## src/rtl/game_state_ctrl.sv

```systemverilog
// -----------------------------------------------------------------------------
// game_state_ctrl
//   Match sequencer for the Quidditch VGA game. Runs the IDLE -> START ->
//   PLAYING -> OVER life cycle. It counts the match clock in frames from the
//   VGA refresh tick. A match ends on timeout or on a score-logic end event.
//   In OVER it blinks the game-over overlay and enforces a minimum display
//   time before a restart is accepted.
//
// Ports
//   clk            system/pixel clock (single domain)
//   reset          synchronous, active-high reset
//   refr_tick      one-cycle pulse per frame (start of vertical retrace)
//   btn_start      debounced start button level; only rising edges are used
//   end_game       one-cycle end-of-match pulse from the score logic
//   playing_reg    high while a match is running
//   gameover_show  game-over overlay enable, frame-stable while blinking
//   clear_scores   one-cycle pulse that zeroes the score counters
//   time_left      seconds remaining in the match
// -----------------------------------------------------------------------------
module game_state_ctrl #(
   parameter int unsigned GAME_SECONDS   = 60,
   parameter int unsigned FRAMES_PER_SEC = 60,
   parameter int unsigned BLINK_FRAMES   = 30,
   parameter int unsigned HOLD_FRAMES    = 120
) (
   input  logic       clk,
   input  logic       reset,
   input  logic       refr_tick,
   input  logic       btn_start,
   input  logic       end_game,
   output logic       playing_reg,
   output logic       gameover_show,
   output logic       clear_scores,
   output logic [6:0] time_left
);

   typedef enum logic [1:0] {IDLE, START, PLAYING, OVER} state_t;

   localparam logic [6:0] GAME_TIME  = 7'(GAME_SECONDS);
   localparam logic [5:0] FRAME_LAST = 6'(FRAMES_PER_SEC - 1);
   localparam logic [7:0] BLINK_LAST = 8'(BLINK_FRAMES - 1);
   localparam logic [7:0] HOLD_MAX   = 8'(HOLD_FRAMES);

   state_t     state;
   logic       btn_d;
   logic [5:0] frame_cnt;
   logic [7:0] hold_cnt;
   logic [7:0] blink_cnt;
   logic       blink_ph;
   logic       start_rise;

   assign start_rise = btn_start & ~btn_d;

   always_ff @(posedge clk) begin
      // NOTE: all state uses non-blocking assignments so every register in
      // this block sees the values from before the edge, whatever the order.
      //
      // btn_d keeps tracking the button while reset is held. This way a button
      // that is already down when reset is released does not count as a fresh
      // press. The button must be released and pressed again to start.
      btn_d <= btn_start;

      if (reset) begin
         state         <= IDLE;
         playing_reg   <= 1'b0;
         gameover_show <= 1'b0;
         clear_scores  <= 1'b0;
         time_left     <= GAME_TIME;
         frame_cnt     <= '0;
         hold_cnt      <= '0;
         blink_cnt     <= '0;
         blink_ph      <= 1'b0;
      end else begin
         // clear_scores is a pulse. It is only raised on the edge that enters START.
         clear_scores <= 1'b0;

         unique case (state)
            IDLE: begin
               if (start_rise) begin
                  state        <= START;
                  clear_scores <= 1'b1;
               end
            end

            START: begin
               time_left   <= GAME_TIME;
               frame_cnt   <= '0;
               playing_reg <= 1'b1;
               state       <= PLAYING;
            end

            PLAYING: begin
               // end_game wins over a coincident tick, so the clock freezes as-is.
               if (end_game) begin
                  state         <= OVER;
                  playing_reg   <= 1'b0;
                  gameover_show <= 1'b1;
                  blink_ph      <= 1'b1;
                  hold_cnt      <= '0;
                  blink_cnt     <= '0;
               end else if (refr_tick) begin
                  if (frame_cnt == FRAME_LAST) begin
                     frame_cnt <= '0;
                     time_left <= time_left - 7'd1;
                     // The last second ends here, so time_left never wraps below 0.
                     if (time_left == 7'd1) begin
                        state         <= OVER;
                        playing_reg   <= 1'b0;
                        gameover_show <= 1'b1;
                        blink_ph      <= 1'b1;
                        hold_cnt      <= '0;
                        blink_cnt     <= '0;
                     end
                  end else begin
                     frame_cnt <= frame_cnt + 6'd1;
                  end
               end
            end

            OVER: begin
               if (refr_tick) begin
                  if (hold_cnt != HOLD_MAX) hold_cnt <= hold_cnt + 8'd1;
                  // The overlay only changes on a frame tick, so it never tears mid-frame.
                  if (blink_cnt == BLINK_LAST) begin
                     blink_cnt     <= '0;
                     blink_ph      <= ~blink_ph;
                     gameover_show <= ~blink_ph;
                  end else begin
                     blink_cnt <= blink_cnt + 8'd1;
                  end
               end
               // A restart needs a fresh press after the minimum display time.
               // This assignment is last, so it overrides a blink update on the same edge.
               if (start_rise && hold_cnt == HOLD_MAX) begin
                  state         <= START;
                  clear_scores  <= 1'b1;
                  gameover_show <= 1'b0;
               end
            end

            default: state <= IDLE;
         endcase
      end
   end

endmodule

```

## config.mk

```make
export PLATFORM = sky130hd
export DESIGN_NAME = game_state_ctrl
export DESIGN_NICKNAME = d
export VERILOG_FILES = /design/src/rtl/game_state_ctrl.sv
export SDC_FILE = /design/constraint.sdc
export NUM_CORES = 1
export LEC_CHECK = 0
export BUFFER_PORTS_ARGS = -buffer_cell sky130_fd_sc_hd__buf_4
export CORE_MARGIN = 2
export CORE_UTILIZATION = 50
export CTS_CLUSTER_DIAMETER = 150
export DETAILED_ROUTE_END_ITERATION = 6
export HOLD_SLACK_MARGIN = 0.03
export PLACE_DENSITY_LB_ADDON = 0.1
export REMOVE_ABC_BUFFERS = 1
export SYNTH_ARGS = -nofsm -noshare
export SYNTH_HDL_FRONTEND = slang
export SYNTH_SLANG_ARGS = --single-unit
export TNS_END_PERCENT = 1
```

## constraint.sdc

```tcl
create_clock -name clk -period 2.5 [get_ports clk]
set_input_delay 0.25 -clock clk [delete_from_list [all_inputs] [get_ports clk]]
set_output_delay 0.25 -clock clk [all_outputs]
set_load 0.1 [all_outputs]
```

Yosys cells after proc, flatten, opt, wreduce, memory -nomap -nowiden
Cells that the tools add are included.

operators by class
  add/subtract/negate cells = 4
  equal/unequal tests = 21
  mux-type cells = 42
  bitwise operators = 3
  reductions and logical operators = 12

operator list
  cell                                                                     count
  8-bit two-way mux                                                        8
  8-bit case mux with 2 select lines                                       2
  7-bit two-way mux                                                        3
  6-bit two-way mux                                                        3
  6-bit AND reduction                                                      3
  8-bit by 1-bit adder with 8-bit output, second input constant            2
  2-bit inequality test, second input constant                             8
  3-bit inequality test, second input constant                             5
  7-bit case mux with 2 select lines                                       1
  1-bit two-way mux                                                        13
  2-bit two-way mux                                                        6
  6-bit case mux with 2 select lines                                       1
  5-bit AND reduction                                                      2
  8-bit by 5-bit == test with 1-bit output, second input constant          1
  8-bit by 7-bit == test with 1-bit output, second input constant          1
  8-bit by 7-bit inequality test with 1-bit output, second input constant  1
  1-bit case mux with 2 select lines                                       4
  2-bit case mux with 4 select lines                                       1
  4-bit AND reduction                                                      2
  7-bit by 1-bit == test with 1-bit output, second input constant          1
  7-bit by 1-bit subtractor with 7-bit output, second input constant       1
  6-bit by 1-bit adder with 6-bit output, second input constant            1
  6-bit == test, second input constant                                     1
  2-bit == test, second input constant                                     2
  7 further kinds                                                          9

word-level totals
  register bits after elaboration = 36
  input port bits = 5
  output and inout bits = 10
  word-level logic and storage cells = 92

Logic depth before layout (Yosys ltp)
Gate-level depths: netlist (run 1).

  word-level depth = 6
  depth in mapped cells = 8
  gate-level depth less buffers = 7

Worst setup path after synthesis (run 1)
No wires, ideal clock.

  path type = reg2reg
  from = register time_left[2]
  to = register blink_cnt[6]
  library setup time = 70 ps
  arrival time = 2567 ps
  slack = -137 ps
  cell stages (with the launch flop) = 6
  buffers on the path = 0
  period minus slack after synthesis = 2637 ps
  cell sequence = dfxtp_1 -> or4_1 -> o41a_1 -> a21o_1 -> or4_1 -> a21oi_1

between the ends
  cells in the longest elaborated chain, start to end = 3

ends and longest elaborated chain
  item                                      RTL line  source
  from (decl)                               34        output logic [6:0] time_left
  from (signal assigned)                    104       time_left <= time_left - 7'd1;
  7-bit by 1-bit == test with 1-bit output  106       if (time_left == 7'd1) begin
  3-bit inequality test (no line)           --
  5-bit AND reduction (no line)             --
  to (signal assigned)                      129       blink_cnt <= blink_cnt + 8'd1;
  to (decl)                                 48        logic [7:0] blink_cnt;

Every way passes these cells.
A chain may end at the register's enable or synchronous reset.

Final worst setup path (run 1)
Same ends and word-level chain as after synthesis.

==> reports/results.md, run 1 <==
### Timing
• final-report max-slew violation count: 0
• tightest slew margin relative to the limit: 0.666
• final-layout setup total negative slack: 0 ns
• number of hold-slack violations in the final timing report: 0
• RSZ-0062 raised after global routing: no
• final critical-path share of the clock period: 0.928
• transition time of the tightest slew-check pin: 0.497 ns
• clock skew: 0.00740 ns
• Max Clk Rate: 431 MHz
• Setup Viol. Count Final: 0
• final setup margin: 0.181 ns
• final period demand of the worst path: 2.32 ns

### Detailed routing
• initial detailed-routing violation count: 89
• number of remaining DRC errors: 0
• total detailed-routing wirelength: 4080 um
• number of routed nets with antenna violations: 0
• average wire per cell in the routed design: 13.6 um
• via/cell ratio: 5.65
• vias after detailed routing: 1,688
• first-pass iteration count of the detailed router: 4

### Yosys
• leading cell types by count after synthesis: 36 x dfxtp_1, 22 x nor2_1, 21 x a21oi_1, 17 x inv_1, 12 x nand2_1
• Synth area leaders: dfxtp_1 38%, ha_1 7.2%, a21oi_1 5.5%
• average size of a mapped cell: 8.22 um^2
• area fraction in compound gates after synthesis: 0.199
• Cell variety after synth: 37
• leading cell type by number of instances after synthesis: dfxtp_1
• multiplexer share of the synthesized area: 0.0157
• combined area of all synthesized cells: 1920 um^2
• number of enable-type register cells in the synthesized netlist: 0
• post-synthesis share of cell area spent on and, or, nand and nor gates: 0.243
• register area share after synthesis: 0.376
• Post-Synth XOR/XNOR Area: 0.0457
• biggest area consumer among synthesized cells: dfxtp_1
• number of instances in the synthesized netlist: 233
• largest family of logic cells by synthesized area: simple AND/OR/NAND/NOR gates
• Post-synth ARST share: 0
• post-synthesis sequential element count: 36
• Primary FF master, synth: dfxtp_1
• top-area cell type share of the netlist area: 0.376
• YS warnings: 0
• adder-cell share of the synthesized area: 0.0718

### Layout
• fraction of layout instances using a drive strength above 1: 0.108
• largest registers: blink_cnt: 8 flops, hold_cnt: 8 flops, time_left: 7 flops
• area overhead of the layout relative to synthesis: 13.1%
• ANT cells: 0
• Nets: 267
• final cell utilization of the core: 0.592
• FF/Latch Area: 721 um^2
• multi-input gate area in the final layout: 1100 um^2
• final-layout fill cell count: 341

### Setup path
• buffers and inverters on the worst path: 0
• Critical Path AT: 2.53 ns
• maximum fanout count along the critical path: 6
• critical path startpoint category: flop
• most frequent CP cell: or4_1
• cell breakdown of the critical path: or4_1 -> o41a_1 -> a21o_1 -> or4_1 -> a21oi_1
• Required @ worst endpoint: 2.71 ns
• critical path start-end classification: reg -> reg
• cell with the largest stage delay on the worst path: or4_1
• terminus of the critical flop-to-flop path: blink_cnt[6]
• cell depth of the worst setup path: 5
• depth of the most critical reg-to-reg path: 5
• CP delay by family, top: simple AND/OR/NAND/NOR gates
• reg-to-reg critical path startpoint: time_left[2]
• CP endpoint kind: flop
• Critical Path Max Stage Delay: 0.58 ns
• reg-to-reg slack, setup: 0.18 ns

### Floorplan
• area of the die: 4340 um^2
• top-level port count: 15
• starting density of the core: 0.523
• floorplan die height: 65.9 um
• core area: 3660 um^2
• width of the die: 65.9 um
• Rows: 22

### Clocking
• source-to-sink clock delay at the later pin of the worst-skew pair: 0.28 ns
• # clock sinks: 36
• post_cts resized: 0
• buffer count from post-CTS setup fixing: 0
• H-tree depth: 2
• hold buffers post-CTS: 0
• post-CTS clock slew at the launch and capture registers of the worst setup and hold paths: 0.07 ns
• CTS tree: done
• clock buffer depth: 2
• clock tree root buffer cell: clkbuf_8
• Inserted Clock Buffers: 5

### Power and ir drop
• power density relative to cell area: 879 nW/um^2
• Static Leakage: 0.797 nW
• maximum VDD drop: 507 uV

### Global route
• vias in the first global route: 1,591
• pin count of the biggest net entering global routing: 33
• GRT Total Usage: 0.208
• first-pass GRT wire length: 7020 um
• GR Overflow Total: 0
• antenna violations before repair: 0

### Hold path
• hold crit path type: in -> reg
• count of cells along the worst hold path: 1
• hold_sp: btn_start
• WHS Endpoint: btn_d

### Placement
• number of port buffers: 14
• dpl hpwl: 2900 um
• Final Wtd Congestion: 0.879
• worst-case setup slack after placement: 0.187 ns

### Run status
• result of the run: finished, final reports clean

### Job
• max-cap violations: 0

[how the worst max path moves through the flow]
stage | start | slack [ns] | to
after floorplan | time_left[2] | -0.23 | blink_cnt[6]
after global placement | time_left[2] | 0.23 | blink_cnt[6]
after detailed placement | time_left[2] | 0.19 | blink_cnt[6]
after CTS | time_left[2] | 0.18 | blink_cnt[6]
after global routing | time_left[2] | 0.04 | blink_cnt[6]
final | time_left[2] | 0.18 | blink_cnt[6]
[power breakdown]
group	switching, mW	internal (mW)
combinational	0.584	0.265
sequential	0.0445	0.629
clock	0.193	0.189
[cells by family after synthesis]
| group | Yosys count |
|---|---|
| xor gates and xnor gates | 10 |
| DFF | 36 |
| buffers and inverters | 25 |
| adders and majority gates | 11 |
| and+or+nand+nor | 89 |
| muxes | 3 |
| AOI/OAI and AO/OA | 59 |
[cell type report]
class / count / area share
clock buffers: 6 / 0.0335
clock inverters: 1 / 0.00231
inverters: 17 / 0.0295
multi-input cells: 172 / 0.508
flip-flops and latches: 36 / 0.333
well taps: 48 / 0.0277
repair buffers: 19 / 0.0659
[through the flow]
stage | area (um^2) | cells | hold WS, ns | power, mW
floorplan | 1890 | 225 | 0.278 | 1.31
global placement | 2090 | 292 | 0.365 | 1.53
detailed placement | 2090 | 292 | 0.368 | 1.54
CTS | 2170 | 299 | 0.0686 | 1.92
global route | 2170 | 299 | 0.0690 | 2.02
finish | 2170 | 299 | 0.0799 | 1.90
[metal layers]
layer	wire [um]	track usage
met5	0	0
met3	168	0.0358
met1	2000	0.263
met2	1870	0.354
met4	34	0.0781
[cells in the final DEF, fill, tap and decap left out, types with 4 or more instances in the layout]
cell type  instances
dfxtp_1           36
nor2_1            22
a21oi_1           21
buf_4             19
inv_1             17
nand2_1           12
nand3_1           11
nor3_1            11
o21ai_0           11
ha_1              11
nand4_1            8
xor2_1             7
o32ai_1            6
nand4b_1           5
and3_1             5
clkbuf_8           5
nand3b_1           4
a21o_1             4
(Power assumes the default switching activity.)
==> run 2, diff against run 1 <==
CELL_PAD_IN_SITES_DETAIL_PLACEMENT = 1   (was unset)
CELL_PAD_IN_SITES_GLOBAL_PLACEMENT = 2   (was unset)
CORE_UTILIZATION = 35   (was 50)
==> run 2 against run 1 <==
  * Sequential share of layout area shrank 0.73 points
  * Design area up 2.3%
  * Core utilization shrank 17 points
  * Global-route usage fell by 3.7 points
  * Clock power up 9.4%
  * Largest power group unchanged
  * Hold slack worse by 0.0090 ns
  * Count of clock-buffer cells in the layout shrank 1
  * First-iteration DRC count shrank 31%
  * Power rose by 2.8%
==> reports/results.md, run 2 (synthesized netlist as in run 1, its figures left out) <==
### Setup path
• Required @ worst endpoint: 2.73 ns, +0.02 ns
• buffers and inverters on the worst path: 0, unchanged
• maximum fanout count along the critical path: 6, unchanged
• cell breakdown of the critical path: or4_1 -> o41a_1 -> a21o_1 -> or4_1 -> a21oi_1
• cell with the largest stage delay on the worst path: or4_1
• reg-to-reg slack, setup: 0.17 ns, about the same
• critical path startpoint category: flop
• Critical Path AT: 2.56 ns, +0.03 ns
• Critical Path Max Stage Delay: 0.56 ns, -0.02 ns
• most frequent CP cell: or4_1
• critical path start-end classification: reg -> reg
• CP delay by family, top: simple AND/OR/NAND/NOR gates
• CP endpoint kind: flop

### Global route
• pin count of the biggest net entering global routing: 33, unchanged
• antenna violations before repair: 0, unchanged
• vias in the first global route: 1,753, +10%
• GR Overflow Total: 0, unchanged
• GRT Total Usage: 0.172, -0.0367
• first-pass GRT wire length: 8380 um, +19%

### Floorplan
• width of the die: 78.0 um, +18%
• core area: 5200 um^2, +42%
• area of the die: 6080 um^2, +40%
• floorplan die height: 78.0 um, +18%
• starting density of the core: 0.368, -0.155
• top-level port count: 15, unchanged
• Rows: 26, +18%

### Clocking
• hold buffers post-CTS: 0, unchanged
• clock tree root buffer cell: clkbuf_8
• buffer count from post-CTS setup fixing: 0, unchanged
• CTS tree: done
• clock buffer depth: 2, unchanged
• H-tree depth: 2, unchanged
• post_cts resized: 0, unchanged
• # clock sinks: 36, unchanged
• Inserted Clock Buffers: 5, unchanged
• source-to-sink clock delay at the later pin of the worst-skew pair: 0.29 ns, about the same
• post-CTS clock slew at the launch and capture registers of the worst setup and hold paths: 0.08 ns, about the same

### Timing
• number of hold-slack violations in the final timing report: 0, unchanged
• transition time of the tightest slew-check pin: 0.566 ns, +0.0689 ns
• Setup Viol. Count Final: 0, unchanged
• final critical-path share of the clock period: 0.933, +0.00507
• final period demand of the worst path: 2.33 ns, +0.0127 ns
• clock skew: 0.00702 ns, -0.000377 ns
• RSZ-0062 raised after global routing: no
• Max Clk Rate: 429 MHz, -0.54%
• final-report max-slew violation count: 0, unchanged
• worst hold margin: 0.0709 ns, -0.00900 ns
• tightest slew margin relative to the limit: 0.620, -0.0463

### Power and ir drop
• power density relative to cell area: 884 nW/um^2, +0.56%
• Static Leakage: 0.808 nW, +1.3%
• total power draw: 1.96 mW, +2.8%
• maximum VDD drop: 605 uV, +19%

### Layout
• ANT cells: 0, unchanged
• commonest non-fill, non-tap cell in the layout: dfxtp_1
• most used cells in the layout excluding fill and tap cells: 36 x dfxtp_1, 22 x nor2_1, 20 x a21oi_1, 20 x buf_4, 17 x inv_1
• final cell utilization of the core: 0.425, -0.166
• final design area excluding fillers: 2210 um^2, +2.3%
• final-layout fill cell count: 632, +85%
• post-route insts no fill: 323, +8.0%
• fraction of layout instances using a drive strength above 1: 0.123, +0.0150
• Nets: 268, +0.37%
• area overhead of the layout relative to synthesis: 15.6%
• largest registers: blink_cnt: 8 flops, hold_cnt: 8 flops, time_left: 7 flops

### Placement
• dpl hpwl: 3530 um, +22%
• cell area after placement: 2120 um^2, +1.7%
• Final Wtd Congestion: 0.678, -23%
• number of placed cells counting well taps: 315, +7.9%
• number of port buffers: 14, unchanged

### Detailed routing
• number of remaining DRC errors: 0, unchanged
• number of routed nets with antenna violations: 0, unchanged
• vias after detailed routing: 1,732, +2.6%
• average wire per cell in the routed design: 14.9 um, +9.4%
• initial detailed-routing violation count: 61, -31%
• total detailed-routing wirelength: 4820 um, +18%
• first-pass iteration count of the detailed router: 6, +2
• via/cell ratio: 5.36, -5.0%

### Hold path
• hold crit path type: in -> reg

### Run status
• result of the run: finished, final reports clean

### Job
• max-cap violations: 0, unchanged

run 2: where the power goes:
group,leakage (nW),switching [mW],internal [mW]
clock,0.0479,0.224,0.194
sequential,0.292,0.0448,0.629
combinational,0.468,0.599,0.268
total,0.808,0.868,1.09
run 2: cell type report:
cell class,instances,area [um^2],area share
Sequential cell,36,721,0.325
Inverter,17,63.8,0.0288
Multi-Input combinational cell,172,1100,0.499
Clock buffer,5,68.8,0.0311
Clock inverter,3,18.8,0.00847
Tap cell,70,87.6,0.0395
Timing Repair Buffer,20,150,0.0678
run 2: stage by stage:
step / worst slack, ns / TNS, ns
2_1_floorplan: -0.229 / -0.245
3_3_place_gp: 0.221 / 0
3_5_place_dp: 0.187 / 0
4_1_cts: 0.150 / 0
5_1_grt: 0.0508 / 0
6_report: 0.168 / 0
run 2: layer usage:
metal  vias up  GRT usage  routed length, um
met5         -          0                  0
met2        17      0.289               2320
met3         7     0.0314                109
met1       829      0.221               2340
li1        879          -                  -
met4         0     0.0579                 59
run 2: final timing paths:
| check | from | endpoint | cells past startpoint |
|---|---|---|---|
| worst max-delay path | time_left[2] | blink_cnt[6] | 5 |
| worst min-delay path | btn_start | btn_d | 1 |
| worst max register to register | time_left[2] | blink_cnt[6] | 5 |
| worst min register to register | hold_cnt[7] | hold_cnt[7] | 2 |
